### src/rtl/prm_edge_chk_sched.sv
// -----------------------------------------------------------------------------
// prm_edge_chk_sched
//   Sequencer for the PRM obstacle-logic checker bank. Walks the roadmap edge
//   indices from first_edge_i to last_edge_i (inclusive). For each edge it
//   drives the edge code and an obstacle-group select to the shared bank. It
//   then masks the returned hits with the enabled obstacles of that group and
//   streams one blocked/free result per edge through a valid/ready handshake.
//   Groups without enabled obstacles are skipped. The first hit ends the
//   group scan for that edge.
//
// Ports
//   clk_i          clock, all logic on the rising edge
//   rst_i          synchronous reset, active-high
//   start_i        begin a scan (accepted only when idle)
//   abort_i        stop the current scan; no done pulse
//   first_edge_i   first edge index (inclusive)
//   last_edge_i    last edge index (inclusive)
//   obs_en_i       obstacle enables; bit g*NUM_OBS+k = checker k of group g
//   chk_edge_o     edge code to the checker bank (registered)
//   chk_grp_o      group select to the bank mux (registered)
//   chk_mask_i     hit outputs of the selected group
//   res_valid_o    result available
//   res_ready_i    consumer accepts the result
//   res_edge_o     edge index of the result
//   res_block_o    1 = edge collides with at least one enabled obstacle
//   busy_o         high in every state except idle
//   blk_cnt_o      number of accepted blocked results (optional)
//   done_o         one-cycle pulse after the last result is accepted
//
// Configuration
//   PRM_EDGE_SCHED_CNT_EN  define to add the blk_cnt_o blocked-result counter
// -----------------------------------------------------------------------------
module prm_edge_chk_sched #(
   parameter int  EDGE_W  = 15,
   parameter int  NUM_OBS = 16,
   parameter int  NUM_GRP = 4,
   localparam int GRP_W   = (NUM_GRP > 1) ? $clog2(NUM_GRP) : 1
) (
   input  logic                       clk_i,
   input  logic                       rst_i,
   input  logic                       start_i,
   input  logic                       abort_i,
   input  logic [EDGE_W-1:0]          first_edge_i,
   input  logic [EDGE_W-1:0]          last_edge_i,
   input  logic [NUM_OBS*NUM_GRP-1:0] obs_en_i,
   output logic [EDGE_W-1:0]          chk_edge_o,
   output logic [GRP_W-1:0]           chk_grp_o,
   input  logic [NUM_OBS-1:0]         chk_mask_i,
   output logic                       res_valid_o,
   input  logic                       res_ready_i,
   output logic [EDGE_W-1:0]          res_edge_o,
   output logic                       res_block_o,
   output logic                       busy_o,
`ifdef PRM_EDGE_SCHED_CNT_EN
   output logic [EDGE_W:0]            blk_cnt_o,
`endif
   output logic                       done_o
);

   typedef enum logic [2:0] {S_IDLE, S_ISSUE, S_SAMPLE, S_EMIT, S_DONE} state_e;

   state_e                     state_q, state_d;
   // One extra bit so that last_edge = 2^EDGE_W-1 never wraps the index.
   logic [EDGE_W:0]            idx_q, idx_d;
   logic [EDGE_W-1:0]          last_q, last_d;
   logic [NUM_OBS*NUM_GRP-1:0] obs_en_q, obs_en_d;
   logic [GRP_W-1:0]           grp_q, grp_d;
   logic [EDGE_W-1:0]          chk_edge_q, chk_edge_d;
   logic                       block_q, block_d;
`ifdef PRM_EDGE_SCHED_CNT_EN
   logic [EDGE_W:0]            cnt_q, cnt_d;
`endif

   logic [NUM_GRP-1:0] grp_act_in;   // groups with any enable, from the live input
   logic [NUM_GRP-1:0] grp_act_lat;  // groups with any enable, from the latched copy
   logic [NUM_OBS-1:0] sel_en;       // enable slice of the currently selected group
   logic [GRP_W:0]     first_in, first_lat, next_lat, next_from;
   logic               hit;

   // Returns {found, index} of the lowest active group at or above 'from'.
   function automatic logic [GRP_W:0] find_grp(input logic [NUM_GRP-1:0] en,
                                               input logic [GRP_W:0]     from);
      logic [GRP_W:0] res;
      res = '0;
      for (int g = NUM_GRP - 1; g >= 0; g--) begin
         if (en[g] && (g >= int'(from))) res = {1'b1, GRP_W'(g)};
      end
      return res;
   endfunction

   always_comb begin
      // NOTE: every combinational output gets a default first so no path can infer a latch.
      grp_act_in  = '0;
      grp_act_lat = '0;
      sel_en      = '0;
      for (int g = 0; g < NUM_GRP; g++) begin
         grp_act_in[g]  = |obs_en_i[g*NUM_OBS +: NUM_OBS];
         grp_act_lat[g] = |obs_en_q[g*NUM_OBS +: NUM_OBS];
         if (grp_q == GRP_W'(g)) sel_en = obs_en_q[g*NUM_OBS +: NUM_OBS];
      end
   end

   assign next_from = {1'b0, grp_q} + {{GRP_W{1'b0}}, 1'b1};
   assign first_in  = find_grp(grp_act_in, '0);
   assign first_lat = find_grp(grp_act_lat, '0);
   assign next_lat  = find_grp(grp_act_lat, next_from);
   assign hit       = |(chk_mask_i & sel_en);

   // State and datapath registers
   always_ff @(posedge clk_i) begin
      if (rst_i) begin
         state_q    <= S_IDLE;
         idx_q      <= '0;
         last_q     <= '0;
         obs_en_q   <= '0;
         grp_q      <= '0;
         chk_edge_q <= '0;
         block_q    <= 1'b0;
`ifdef PRM_EDGE_SCHED_CNT_EN
         cnt_q      <= '0;
`endif
      end else begin
         // NOTE: non-blocking assignments so every register samples pre-edge values.
         state_q    <= state_d;
         idx_q      <= idx_d;
         last_q     <= last_d;
         obs_en_q   <= obs_en_d;
         grp_q      <= grp_d;
         chk_edge_q <= chk_edge_d;
         block_q    <= block_d;
`ifdef PRM_EDGE_SCHED_CNT_EN
         cnt_q      <= cnt_d;
`endif
      end
   end

   // Next state and datapath updates
   always_comb begin
      state_d    = state_q;
      idx_d      = idx_q;
      last_d     = last_q;
      obs_en_d   = obs_en_q;
      grp_d      = grp_q;
      chk_edge_d = chk_edge_q;
      block_d    = block_q;
`ifdef PRM_EDGE_SCHED_CNT_EN
      cnt_d      = cnt_q;
`endif
      if (abort_i && (state_q != S_IDLE)) begin
         // Abort wins over the handshake: nothing is accepted or counted.
         state_d = S_IDLE;
      end else begin
         unique case (state_q)
            S_IDLE: begin
               if (start_i && !abort_i) begin
                  idx_d      = {1'b0, first_edge_i};
                  last_d     = last_edge_i;
                  obs_en_d   = obs_en_i;
                  block_d    = 1'b0;
                  chk_edge_d = first_edge_i;
`ifdef PRM_EDGE_SCHED_CNT_EN
                  cnt_d      = '0;
`endif
                  if (first_edge_i > last_edge_i) begin
                     state_d = S_DONE;
                  end else if (first_in[GRP_W]) begin
                     grp_d   = first_in[GRP_W-1:0];
                     state_d = S_ISSUE;
                  end else begin
                     state_d = S_EMIT;
                  end
               end
            end
            S_ISSUE: state_d = S_SAMPLE;
            S_SAMPLE: begin
               if (hit) begin
                  block_d = 1'b1;
                  state_d = S_EMIT;
               end else if (next_lat[GRP_W]) begin
                  grp_d   = next_lat[GRP_W-1:0];
                  state_d = S_ISSUE;
               end else begin
                  block_d = 1'b0;
                  state_d = S_EMIT;
               end
            end
            S_EMIT: begin
               if (res_ready_i) begin
`ifdef PRM_EDGE_SCHED_CNT_EN
                  cnt_d = cnt_q + {{EDGE_W{1'b0}}, block_q};
`endif
                  if (idx_q == {1'b0, last_q}) begin
                     state_d = S_DONE;
                  end else begin
                     idx_d      = idx_q + {{EDGE_W{1'b0}}, 1'b1};
                     chk_edge_d = idx_d[EDGE_W-1:0];
                     block_d    = 1'b0;
                     if (first_lat[GRP_W]) begin
                        grp_d   = first_lat[GRP_W-1:0];
                        state_d = S_ISSUE;
                     end
                  end
               end
            end
            S_DONE:  state_d = S_IDLE;
            default: state_d = S_IDLE;
         endcase
      end
   end

   // Outputs
   always_comb begin
      busy_o      = (state_q != S_IDLE);
      res_valid_o = (state_q == S_EMIT);
      done_o      = (state_q == S_DONE);
   end

   assign chk_edge_o  = chk_edge_q;
   assign chk_grp_o   = grp_q;
   assign res_edge_o  = idx_q[EDGE_W-1:0];
   assign res_block_o = block_q;
`ifdef PRM_EDGE_SCHED_CNT_EN
   assign blk_cnt_o   = cnt_q;
`endif

endmodule

### config.mk
export PLATFORM = sky130hd
export DESIGN_NAME = prm_edge_chk_sched
export DESIGN_NICKNAME = d
export VERILOG_FILES = /design/src/rtl/prm_edge_chk_sched.sv
export SDC_FILE = /design/constraint.sdc
export NUM_CORES = 1
export LEC_CHECK = 0
export ABC_AREA = 1
export BUFFER_PORTS_ARGS = -buffer_cell sky130_fd_sc_hd__buf_2
export CORE_MARGIN = 1
export CORE_UTILIZATION = 25
export DETAILED_ROUTE_END_ITERATION = 16
export PLACE_DENSITY_LB_ADDON = 0.05
export SLEW_MARGIN = 0
export SYNTH_ARGS = -nofsm -noshare
export SYNTH_HDL_FRONTEND = slang
export SYNTH_SLANG_ARGS = --single-unit
### constraint.sdc
create_clock -name clk_i -period 2.25 [get_ports clk_i]
set_input_delay 0.5625 -clock clk_i [delete_from_list [all_inputs] [get_ports clk_i]]
set_output_delay 0.5625 -clock clk_i [all_outputs]
set_load 0.02 [all_outputs]
==> results.toml <==
[routing]
postRouteWirelength_mm = 21.6
detail_route.vias_per_cell = 4.33
wl_per_cell_microns = 14.7
drt_pre_antenna_iters = 4
detailedRoute.firstIterationViolations = 333
antenna_left = 0
detail_route.drc_violations = 0
vias = 6373

[clock_tree]
cts_tree = "built"
cts.htree.levels = 3
clk-insertion-delay-late_ps = 360
cts_buffer_depth = 2
cts-buffers-inserted = 9
clock-sinks = 101
cts_root_buf = "sky130_fd_sc_hd__clkbuf_16"
path_clk_slew_ps = 70

[yosys]
syn_area_sq_um = 6220
synthDistinctLibCells = 36
synth-xor-area-share_pct = 1.27
synth-edff-count = 0
netlist_instances = 1010
ys_async_sr_fraction_pct = 0
synth_commonest_cells = "215 x sky130_fd_sc_hd__nand2_1, 204 x sky130_fd_sc_hd__nor2_1, 121 x sky130_fd_sc_hd__o21ai_0, 105 x sky130_fd_sc_hd__inv_1, 101 x sky130_fd_sc_hd__dfxtp_1"
synth_most_common_cell = "sky130_fd_sc_hd__nand2_1"
mappedNetlistNets = 1141
synth-compound-area-share_pct = 18.0
synthDominantCellAreaShare_pct = 32.5
synth_simple_gate_area_share_pct = 31.6
postSynthAreaPerCell_sq_um = 6.16
top_cell_type_by_total_area_after_synthesis = "sky130_fd_sc_hd__dfxtp_1"
synth_seq_area_share_pct = 32.5
yosysWarningCount = 0
area_share_of_fa_ha_maj_cells_after_synthesis_pct = 3.22
netlist_top_cells_area = "sky130_fd_sc_hd__dfxtp_1 32%, sky130_fd_sc_hd__nand2_1 13%, sky130_fd_sc_hd__nor2_1 12%"
yosys_register_bits = 101
yosys_most_used_dff = "sky130_fd_sc_hd__dfxtp_1"
muxShareOfSynthArea_pct = 0.483
synth_top_family_by_area = "simple AND/OR/NAND/NOR gates"

[grt]
pin_count_of_the_biggest_net_entering_global_routing = 99
grt_pass1_vias = 5990
grt_antenna_before_repair = 0
grt_use_total_pct = 17.1
grt_overflow_total = 0
grt_pass1_wl_mm = 33.5

[layout]
filler_cell_count = 2803
final_layout_size_suffix_gt1_share_pct = 20.2
fin_cells = 1472
area_delta_synth_final_pct = 23.3
postLayoutCellArea_sq_um = 7670
antenna-diode-count = 0
nets = 1274

[power]
power_density_nw_per_um2 = 977
ir_worst_vdd_uv = 293
leakagePower_nw = 3.74
total_design_power_mw = 7.50

[floorplanning]
start_util_pct = 25.5
die_boundary_height_microns = 160
placeableCoreArea_sq_um = 24400
chipWidth_microns = 160
std_cell_rows = 57
count_of_pins_on_the_block_boundary = 151
dieArea_sq_um = 25500

[sta]
worst-slew-pin-transition_ps = 499
worst_clock_skew_ps = 17.1
postLayoutSetupSlackWorst_ps = 125
min_clock_period_post_route_ps = 2120
finalCritPeriodShare_pct = 94.4
timing.max_slew.rel_slack_pct = 66.4
report.final.slew_viol_count = 0
timing_hold_violations_final = 0
fmaxAchievable_ghz = 0.471
setup-violations-final = 0

[placed_design]
detailedPlacementHpwl_mm = 16.8
port_buffers = 150
placed_cell_area_sq_um = 7310
post-place-cells = 1454
detailedPlace.worstSlack_ps = 0.900
gpl_congestion = 0.783

[worst_setup_path]
worst_setup_sp_type = "register"
cp_data_arrival_time_ps = 1560
setup.worst_path.class = "reg -> out"
worstPathRequired_ps = 1690
crit_path_max_fanout = 9
setup.worst_path.end_class = "primary output"

[flow_run]
drv.max_cap_violation_count = 0

[worst_hold_path]
worst_hold_path_type = "in -> reg"

[run_status]
status = "finished clean"
-- placed cells by master (no fill, tap or decap), drive strengths merged --
cell type  synthesis  routed
o211ai             1       1
clkbuf            25      10
buf               42     189
nand4              8       8
bufinv             0       1
o21ai            121     121
ha                16      16
nor2             206     206
a21boi             2       2
nand3b             1       1
nor4               2       2
xor2               9       9
a21oi             77      77
o21a               5       5
and2               1       1
or2                6       6
clkinv             0       2
nand2            218     218
nor3               8       8
inv              109     111
o22ai              1       1
nand3             37      37
nor3b              1       1
nor2b              1       1
clkinvlp           0       1
o21bai             3       3
dfxtp            101     101
nand2b             1       1
o31ai              1       1
a211oi             4       4
mux2i              3       3
-- worst max-delay path: stages (launching register included) --
cell and delay, ps:
sky130_fd_sc_hd__dfxtp_1 330, sky130_fd_sc_hd__inv_1 110, sky130_fd_sc_hd__nand2_1 110, sky130_fd_sc_hd__nor2_4 140
sky130_fd_sc_hd__buf_4 190, sky130_fd_sc_hd__buf_4 150, sky130_fd_sc_hd__buf_2 160
-- power breakdown --
part	total (mW)	switching [mW]	internal (mW)
logic	3.22	2.05	1.17
clock network	1.72	0.802	0.916
registers	2.56	0.354	2.20
-- final cells by class --
cell class,count,area (sq um),share of cell area (%)
well taps,324,405,5.28
repair buffers,189,1090,14.2
inverters,109,413,5.38
clock inverters,6,76.3,0.995
flip-flops and latches,101,2040,26.5
multi-input cells,733,3410,44.5
clock buffers,10,239,3.11
-- logic make-up (layout without fill, tap and decap cells) --
logic type | count (synthesis) | after routing
flip-flops | 101 | 101
buffers and inverters | 176 | 314
XOR/XNOR | 9 | 9
adder cells (fa/ha/maj) | 16 | 16
AND/OR/NAND/NOR | 490 | 490
multiplexers | 3 | 3
AO/OA/AOI/OAI | 215 | 215
-- timing repair --
action / in CTS / in global routing
pin swaps: 0 / 0
buffers inserted: 0 / 2
gates resized for setup: 1 / 16
endpoints found under the setup margin: 1 / 10
hold buffers: 0 / 0
-- flip-flops by register name, summed over array words and instances, names as in the netlist --
| name | count |
|---|---|
| idx_q | 16 |
| state_q | 3 |
| obs_en_q | 64 |
| chk_grp_o | 2 |
| res_block_o | 1 |
| last_q | 15 |
-- final timing paths --
check | start | endpoint | cells past startpoint | slack, ps
max | state_q[2]$_SDFFE_PP0P_ | res_valid_o | 6 | 130
min | obs_en_i[56] | obs_en_q[56]$_SDFFE_PP0P_ | 3 | 450
max reg2reg | idx_q[14]$_SDFFE_PP0P_ | idx_q[15]$_SDFFE_PP0P_ | 12 | 170
min reg2reg | res_block_o$_SDFFE_PP0P_ | res_block_o$_SDFFE_PP0P_ | 2 | 470
-- metal layers --
layer  vias up  track usage (%)  part of all wire, %
met2       119             24.8                   41
met3        16             2.13                  3.2
met5         -                0                    0
li1       3459                -                    -
met4         0             4.68                  1.1
met1      2779             26.0                   55
-- stage by stage --
stage	hold slack (ps)	TNS (ps)	util, %
5_1_grt	457	-4.82	31.5
4_1_cts	442	0	31.3
3_3_place_gp	452	0	30.0
2_1_floorplan	437	0	-
6_report	455	0	31.5
3_5_place_dp	453	0	30.0
No activity file was read; power rests on OpenSTA's default activity.
